[src/rtl/rf_operand_fetch_if.sv]
// Signal bundle between decode, the register file read/write ports and execute for rf_operand_fetch.
// The slave modport is the operand-fetch view; master is the surrounding pipeline's view.
interface rf_operand_fetch_if #(
    parameter int unsigned ADDR_W    = 5,
    parameter int unsigned DATA_W    = 32,
    parameter int unsigned PAYLOAD_W = 32
);
    logic                 i_valid;
    logic                 o_ready;
    logic [ADDR_W-1:0]    i_rs1;
    logic [ADDR_W-1:0]    i_rs2;
    logic [ADDR_W-1:0]    i_rd;
    logic                 i_rd_we;
    logic [PAYLOAD_W-1:0] i_payload;

    logic [ADDR_W-1:0]    o_rd_addr_1port;
    logic [ADDR_W-1:0]    o_rd_addr_2port;
    logic [DATA_W-1:0]    i_rd_data_1port;
    logic [DATA_W-1:0]    i_rd_data_2port;

    logic [ADDR_W-1:0]    i_wr_addr;
    logic [DATA_W-1:0]    i_wr_data;
    logic                 i_wr_en;

    logic                 o_valid;
    logic                 i_ready;
    logic [DATA_W-1:0]    o_rs1_data;
    logic [DATA_W-1:0]    o_rs2_data;
    logic [ADDR_W-1:0]    o_rd;
    logic                 o_rd_we;
    logic [PAYLOAD_W-1:0] o_payload;

    modport slave (
        input  i_valid, i_rs1, i_rs2, i_rd, i_rd_we, i_payload,
        input  i_rd_data_1port, i_rd_data_2port,
        input  i_wr_addr, i_wr_data, i_wr_en,
        input  i_ready,
        output o_ready, o_rd_addr_1port, o_rd_addr_2port,
        output o_valid, o_rs1_data, o_rs2_data, o_rd, o_rd_we, o_payload
    );

    modport master (
        output i_valid, i_rs1, i_rs2, i_rd, i_rd_we, i_payload,
        output i_rd_data_1port, i_rd_data_2port,
        output i_wr_addr, i_wr_data, i_wr_en,
        output i_ready,
        input  o_ready, o_rd_addr_1port, o_rd_addr_2port,
        input  o_valid, o_rs1_data, o_rs2_data, o_rd, o_rd_we, o_payload
    );
endinterface

[src/rtl/rf_operand_fetch.sv]
// Operand fetch stage: reads both RF ports, forwards same-cycle writeback, and tracks a
// per-register busy scoreboard that stalls RAW/WAW hazards. One-cycle registered output.
module rf_operand_fetch #(
    parameter int unsigned ADDR_W    = 5,
    parameter int unsigned DATA_W    = 32,
    parameter int unsigned PAYLOAD_W = 32
) (
    input  logic               clk,
    input  logic               rst,
    rf_operand_fetch_if.slave  bus
);
    localparam int unsigned NREGS = 1 << ADDR_W;

    logic [NREGS-1:0]     busy_q, busy_d;
    logic [NREGS-1:0]     wb_c;
    logic                 stall_c, ready_c, accept_c;

    logic                 valid_q;
    logic [DATA_W-1:0]    rs1_data_q, rs2_data_q;
    logic [ADDR_W-1:0]    rd_q;
    logic                 rd_we_q;
    logic [PAYLOAD_W-1:0] payload_q;
    logic [DATA_W-1:0]    rs1_fwd_c, rs2_fwd_c;

    function automatic logic haz(input logic [ADDR_W-1:0] r,
                                 input logic [NREGS-1:0]  busy,
                                 input logic [NREGS-1:0]  wb);
        return (r != '0) && busy[r] && !wb[r];
    endfunction

    function automatic logic [DATA_W-1:0] fwd(input logic [ADDR_W-1:0] rs,
                                              input logic [DATA_W-1:0] port_data,
                                              input logic [NREGS-1:0]  wb,
                                              input logic [DATA_W-1:0] wr_data);
        logic [DATA_W-1:0] res;
        res = port_data;
        if (rs == '0)     res = '0;
        else if (wb[rs])  res = wr_data;
        return res;
    endfunction

    // Same-cycle writeback decode; register 0 never counts as written.
    always_comb begin
        wb_c = '0;
        for (int unsigned r = 1; r < NREGS; r++) begin
            wb_c[r] = bus.i_wr_en && (bus.i_wr_addr == ADDR_W'(r));
        end
    end

    always_comb begin
        stall_c  = haz(bus.i_rs1, busy_q, wb_c) ||
                   haz(bus.i_rs2, busy_q, wb_c) ||
                   (bus.i_rd_we && haz(bus.i_rd, busy_q, wb_c));
        ready_c  = !stall_c && (!valid_q || bus.i_ready);
        accept_c = bus.i_valid && ready_c;
        rs1_fwd_c = fwd(bus.i_rs1, bus.i_rd_data_1port, wb_c, bus.i_wr_data);
        rs2_fwd_c = fwd(bus.i_rs2, bus.i_rd_data_2port, wb_c, bus.i_wr_data);
    end

    // Writeback clears first so a same-index set in the same cycle wins.
    always_comb begin
        busy_d = busy_q & ~wb_c;
        if (accept_c && bus.i_rd_we && (bus.i_rd != '0)) begin
            busy_d[bus.i_rd] = 1'b1;
        end
        busy_d[0] = 1'b0;
    end

    always_ff @(posedge clk) begin
        if (rst) begin
            busy_q     <= '0;
            valid_q    <= 1'b0;
            rs1_data_q <= '0;
            rs2_data_q <= '0;
            rd_q       <= '0;
            rd_we_q    <= 1'b0;
            payload_q  <= '0;
        end else begin
            busy_q <= busy_d;
            if (accept_c) begin
                valid_q    <= 1'b1;
                rs1_data_q <= rs1_fwd_c;
                rs2_data_q <= rs2_fwd_c;
                rd_q       <= bus.i_rd;
                rd_we_q    <= bus.i_rd_we;
                payload_q  <= bus.i_payload;
            end else if (valid_q && bus.i_ready) begin
                valid_q    <= 1'b0;
            end
        end
    end

    assign bus.o_ready         = ready_c;
    assign bus.o_rd_addr_1port = bus.i_rs1;
    assign bus.o_rd_addr_2port = bus.i_rs2;
    assign bus.o_valid         = valid_q;
    assign bus.o_rs1_data      = rs1_data_q;
    assign bus.o_rs2_data      = rs2_data_q;
    assign bus.o_rd            = rd_q;
    assign bus.o_rd_we         = rd_we_q;
    assign bus.o_payload       = payload_q;
endmodule
[src/flat_wrapper.sv]
// flat-port wrapper written by rule: the top's interface ports become plain ports
module rf_operand_fetch_flat 
#(
    parameter int unsigned ADDR_W    = 5,
    parameter int unsigned DATA_W    = 32,
    parameter int unsigned PAYLOAD_W = 32
)
  (clk, rst, bus_i_valid, bus_i_rs1, bus_i_rs2, bus_i_rd, bus_i_rd_we, bus_i_payload, bus_i_rd_data_1port, bus_i_rd_data_2port, bus_i_wr_addr, bus_i_wr_data, bus_i_wr_en, bus_i_ready, bus_o_ready, bus_o_rd_addr_1port, bus_o_rd_addr_2port, bus_o_valid, bus_o_rs1_data, bus_o_rs2_data, bus_o_rd, bus_o_rd_we, bus_o_payload);
  rf_operand_fetch_if #(.ADDR_W(ADDR_W), .DATA_W(DATA_W), .PAYLOAD_W(PAYLOAD_W)) bus_i ();
  input  logic clk;
  input  logic rst;
  input wire logic [$bits(bus_i.i_valid)-1:0] bus_i_valid;
  input wire logic [$bits(bus_i.i_rs1)-1:0] bus_i_rs1;
  input wire logic [$bits(bus_i.i_rs2)-1:0] bus_i_rs2;
  input wire logic [$bits(bus_i.i_rd)-1:0] bus_i_rd;
  input wire logic [$bits(bus_i.i_rd_we)-1:0] bus_i_rd_we;
  input wire logic [$bits(bus_i.i_payload)-1:0] bus_i_payload;
  input wire logic [$bits(bus_i.i_rd_data_1port)-1:0] bus_i_rd_data_1port;
  input wire logic [$bits(bus_i.i_rd_data_2port)-1:0] bus_i_rd_data_2port;
  input wire logic [$bits(bus_i.i_wr_addr)-1:0] bus_i_wr_addr;
  input wire logic [$bits(bus_i.i_wr_data)-1:0] bus_i_wr_data;
  input wire logic [$bits(bus_i.i_wr_en)-1:0] bus_i_wr_en;
  input wire logic [$bits(bus_i.i_ready)-1:0] bus_i_ready;
  output wire logic [$bits(bus_i.o_ready)-1:0] bus_o_ready;
  output wire logic [$bits(bus_i.o_rd_addr_1port)-1:0] bus_o_rd_addr_1port;
  output wire logic [$bits(bus_i.o_rd_addr_2port)-1:0] bus_o_rd_addr_2port;
  output wire logic [$bits(bus_i.o_valid)-1:0] bus_o_valid;
  output wire logic [$bits(bus_i.o_rs1_data)-1:0] bus_o_rs1_data;
  output wire logic [$bits(bus_i.o_rs2_data)-1:0] bus_o_rs2_data;
  output wire logic [$bits(bus_i.o_rd)-1:0] bus_o_rd;
  output wire logic [$bits(bus_i.o_rd_we)-1:0] bus_o_rd_we;
  output wire logic [$bits(bus_i.o_payload)-1:0] bus_o_payload;
  assign bus_i.i_valid = bus_i_valid;
  assign bus_i.i_rs1 = bus_i_rs1;
  assign bus_i.i_rs2 = bus_i_rs2;
  assign bus_i.i_rd = bus_i_rd;
  assign bus_i.i_rd_we = bus_i_rd_we;
  assign bus_i.i_payload = bus_i_payload;
  assign bus_i.i_rd_data_1port = bus_i_rd_data_1port;
  assign bus_i.i_rd_data_2port = bus_i_rd_data_2port;
  assign bus_i.i_wr_addr = bus_i_wr_addr;
  assign bus_i.i_wr_data = bus_i_wr_data;
  assign bus_i.i_wr_en = bus_i_wr_en;
  assign bus_i.i_ready = bus_i_ready;
  assign bus_o_ready = bus_i.o_ready;
  assign bus_o_rd_addr_1port = bus_i.o_rd_addr_1port;
  assign bus_o_rd_addr_2port = bus_i.o_rd_addr_2port;
  assign bus_o_valid = bus_i.o_valid;
  assign bus_o_rs1_data = bus_i.o_rs1_data;
  assign bus_o_rs2_data = bus_i.o_rs2_data;
  assign bus_o_rd = bus_i.o_rd;
  assign bus_o_rd_we = bus_i.o_rd_we;
  assign bus_o_payload = bus_i.o_payload;
  rf_operand_fetch #(.ADDR_W(ADDR_W), .DATA_W(DATA_W), .PAYLOAD_W(PAYLOAD_W)) u_core (.clk(clk), .rst(rst), .bus(bus_i));
endmodule
[config.mk]
export PLATFORM = sky130hd
export DESIGN_NAME = rf_operand_fetch_flat
export DESIGN_NICKNAME = d
export VERILOG_FILES = /design/src/rtl/rf_operand_fetch_if.sv /design/src/rtl/rf_operand_fetch.sv /design/src/flat_wrapper.sv
export SDC_FILE = /design/constraint.sdc
export NUM_CORES = 1
export LEC_CHECK = 0
export CORE_MARGIN = 2
export CORE_UTILIZATION = 55
export DETAILED_ROUTE_END_ITERATION = 12
export DONT_BUFFER_PORTS = 1
export GPL_TIMING_DRIVEN = 1
export PLACE_DENSITY = 0.7
export SLEW_MARGIN = 20
export SYNTH_ARGS = -nofsm -noshare
export SYNTH_HDL_FRONTEND = slang
export SYNTH_SLANG_ARGS = --single-unit
export TNS_END_PERCENT = 50
[constraint.sdc]
create_clock -name clk -period 6.3 [get_ports clk]
set_input_delay 0 -clock clk [delete_from_list [all_inputs] [get_ports clk]]
set_output_delay 0 -clock clk [all_outputs]
set_load 0.05 [all_outputs]
==> results.sh <==
export IMPL_synth_area_um2=7790
export IMPL_power_share_sequential_pct=46.0
export IMPL_combPwrFrac_pct=14.0
export IMPL_power_density_nw_per_um2=244
export IMPL_yosysWarnings=0
export IMPL_nFillCells=989
export IMPL_min_period_ns=3.94
export IMPL_grt_pass1_wl_um=38100
export IMPL_switching_share_pct=31.1
export IMPL_via_per_inst=6.36
export IMPL_diodes=0
export IMPL_via_count=7096
export IMPL_grt_usage_pct=32.7
export IMPL_wire_per_inst_um=22.6
export IMPL_antenna_found_initial=0
export IMPL_totalWireLength_um=25200
export IMPL_totalPowerFinal_w=0.00237
export IMPL_synthFlopType="dfxtp_1"
export IMPL_dpl_hpwl_um=14600
export IMPL_path_class="primary input to flip-flop"
export IMPL_slew_headroom_pct=27.7
export IMPL_p_int_w=0.00163
export IMPL_die_x_um=123
export IMPL_switching_power_w=0.000735
export IMPL_drive_gt1_share_pct=14.7
export IMPL_clkPwrFrac_pct=40.1
export IMPL_synth_common_cells="134 x dfxtp_1, 114 x mux2i_1, 99 x nand2_1"
export IMPL_yosysMostFrequentCell="dfxtp_1"
export IMPL_initial_utilization_pct=56.1
export IMPL_tns_ns=0
export IMPL_hp_class="primary input to output port"
export IMPL_worst_skew_pair_late_latency_ns=0.42
export IMPL_ys_seq_area_share_pct=34.4
export IMPL_fmax_mhz=254
export IMPL_first_pass_iters=5
export IMPL_synthArstFlopShare_pct=0
export IMPL_postRouteAntennaNets=0
export IMPL_route_detailed_drc=0
export IMPL_path_cells="dlygate4sd3_1, or3b_1, o22ai_1, a32oi_1, a41oi_1, a31o_2, or3b_4, buf_4, mux2_2, dlygate4sd3_1"
export IMPL_root_buffer="clkbuf_16"
export IMPL_slowest_delay_ns=0.83
export IMPL_post_cts_setup_buffer_count=0
export IMPL_syn_num_nets=988
export IMPL_path_max_fanout=52
export IMPL_leakagePower_nw=4.08
export IMPL_area_growth_synth_to_final_pct=24.5
export IMPL_critPathCaptureType="flip-flop"
export IMPL_dieArea_um2=15100
export IMPL_gp_congestion=0.961
export IMPL_seq_area_um2=2680
export IMPL_cap_violations=0
export IMPL_worstMarginPinSlew_ns=1.08
export IMPL_setup_violations=0
export IMPL_syn_mean_instance_area_um2=9.34
export IMPL_status="finished clean"
export IMPL_cts_num_sinks=134
export IMPL_netlist_area_leader_share_pct=34.4
export IMPL_core_um2=13900
export IMPL_syn_inst=834
export IMPL_grt_pass1_vias=7261
export IMPL_r2r_setup_slack_ns=2.39
export IMPL_grt_max_degree=109
export IMPL_fp_row_count=43
export IMPL_clockBufferDepth=2
export IMPL_port_buffers=0
export IMPL_critPathSlowestCell="dlygate4sd3_1"
export IMPL_rsz0062_at_grt="no"
export IMPL_skew_ns=0.0110
export IMPL_cts_buffers=17
export IMPL_synth_edf_count=0
export IMPL_grt_overflow=0
export IMPL_finalMaxSlewViolations=0
export IMPL_ir_drop_v=0.000202
export IMPL_crit_arrival_ns=4.24
export IMPL_ys_types=55
export IMPL_cts_tree="yes"
export IMPL_htreeDepth=4
export IMPL_multiInputGateArea_um2=4670
export IMPL_drtIter0Drc=669
export IMPL_nNetsFinal=1076
export IMPL_synth_top_area_cell="dfxtp_1"
export IMPL_synth_area_leaders="dfxtp_1 34%, mux2i_1 15%, mux2_2 8.5%, nor2b_1 5.9%, nand2_1 4.8%"
export IMPL_ys_seq_elements=134
export IMPL_fp_dieH_um=123
export IMPL_worstSetupStartpointType="primary input"
export IMPL_timing_final_crit_share_pct=62.6
export IMPL_required_ns=6.60
export IMPL_finalHoldViolations=0
export IMPL_io_pins=268
export IMPL_cp_common_cell="dlygate4sd3_1"
export IMPL_clkTransAtPathRegs_ns=0.06
==> power by group through the flow <==
stage | Clock (W) | Combinational, W | Sequential (W)
6_report | 0.000947 | 0.000330 | 0.00109
5_1_grt | 0.000993 | 0.000352 | 0.00109
4_1_cts | 0.000958 | 0.000318 | 0.00109
3_5_place_dp | 0 | 0.000228 | 0.00110
3_3_place_gp | 0 | 0.000220 | 0.00110
2_1_floorplan | 0 | 0.000242 | 0.00109
==> final cells by class <==
type                    count  area share (%)
multi-input cells         611            48.2
inverters                   6           0.232
repair buffers            152            15.8
clock inverters            11            1.05
clock buffers              21            4.75
flip-flops and latches    134            27.7
well taps                 180            2.32
==> cell families (layout without fill, tap and decap cells) <==
logic type,count (synthesis),count (layout),synth area share [%]
muxes,198,198,29.5
AOI/OAI and AO/OA,90,90,8.82
xor gates and xnor gates,10,10,1.12
and+or+nand+nor,313,313,20.1
DFF,134,134,34.4
buffers and inverters,89,190,5.96
==> worst max-delay path, delay by kind of cell <==
kind | cells | cell delay (ns)
buf+inv | 3 | 2.07
simple gates | 2 | 0.98
compound gates | 4 | 0.72
mux | 1 | 0.42
==> cells in the final DEF, fill, tap and decap left out, types with 3 or more instances in the layout <==
cell type	count
nand2_1	97
o31ai_1	32
xor2_1	4
a31oi_1	3
nand4_1	4
xnor2_1	6
nor3b_1	4
mux2i_1	114
o22ai_1	3
mux4_2	16
dlygate4sd3_1	146
nor2_1	75
o311ai_0	6
clkinvlp_4	4
clkinv_2	3
nor3_1	5
nor4_1	5
buf_4	5
a21oi_1	4
mux2_4	9
o211ai_1	21
mux2_2	59
nand2b_1	9
nor2b_1	74
clkbuf_16	17
o32ai_1	3
inv_1	4
nand3b_1	4
nand3_1	13
dfxtp_1	134
==> sequential cells by signal, summed over array words and instances (netlist names) <==
register / cells
u_core.bus.o_rd_we: 1
u_core.bus.o_valid: 1
u_core.bus.o_rs1_data: 32
u_core.bus.o_rs2_data: 32
u_core.bus.o_payload: 32
u_core.bus.o_rd: 5
u_core.busy_q: 31
==> timing repair <==
item	CTS	global route
resized for setup	0	0
setup endpoints to repair	0	0
hold buffers	147	0
endpoints found under the hold margin	134	0
==> final timing paths <==
| kind | from | endpoint | cells past startpoint |
|---|---|---|---|
| worst max-delay path | bus_i_rd[2] | u_core.bus.o_rs1_data[8]$_SDFFE_PP0P_ | 10 |
| worst min-delay path | bus_i_rs2[3] | bus_o_rd_addr_2port[3] | 0 |
| worst max register to register | u_core.bus.o_valid$_SDFFE_PP0P_ | u_core.bus.o_rs1_data[8]$_SDFFE_PP0P_ | 7 |
| worst min register to register | u_core.busy_q[19]$_SDFF_PP0_ | u_core.busy_q[19]$_SDFF_PP0_ | 2 |
==> layer usage <==
metal / vias up / part of all wire [%] / global-route usage [%]
met5: - / 0 / 0
met4: 0 / 4.1 / 16.9
met3: 117 / 12 / 12.1
met2: 506 / 48 / 53.6
met1: 3342 / 36 / 37.3
li1: 3131 / - / -
==> through the flow <==
step	instance area [µm²]	setup WS, ns	instances	utilization [%]	hold slack, ns
6_report	9690	2.36	1115	69.8	0.0000224
5_1_grt	9690	2.16	1115	69.8	0.000150
4_1_cts	9690	2.48	1115	69.8	0.000781
3_5_place_dp	7640	2.97	936	55.0	0.000780
3_3_place_gp	7640	3.06	936	55.0	0.000759
2_1_floorplan	7790	3.77	834	-	0.142
Power figures use the tool's default switching activity.
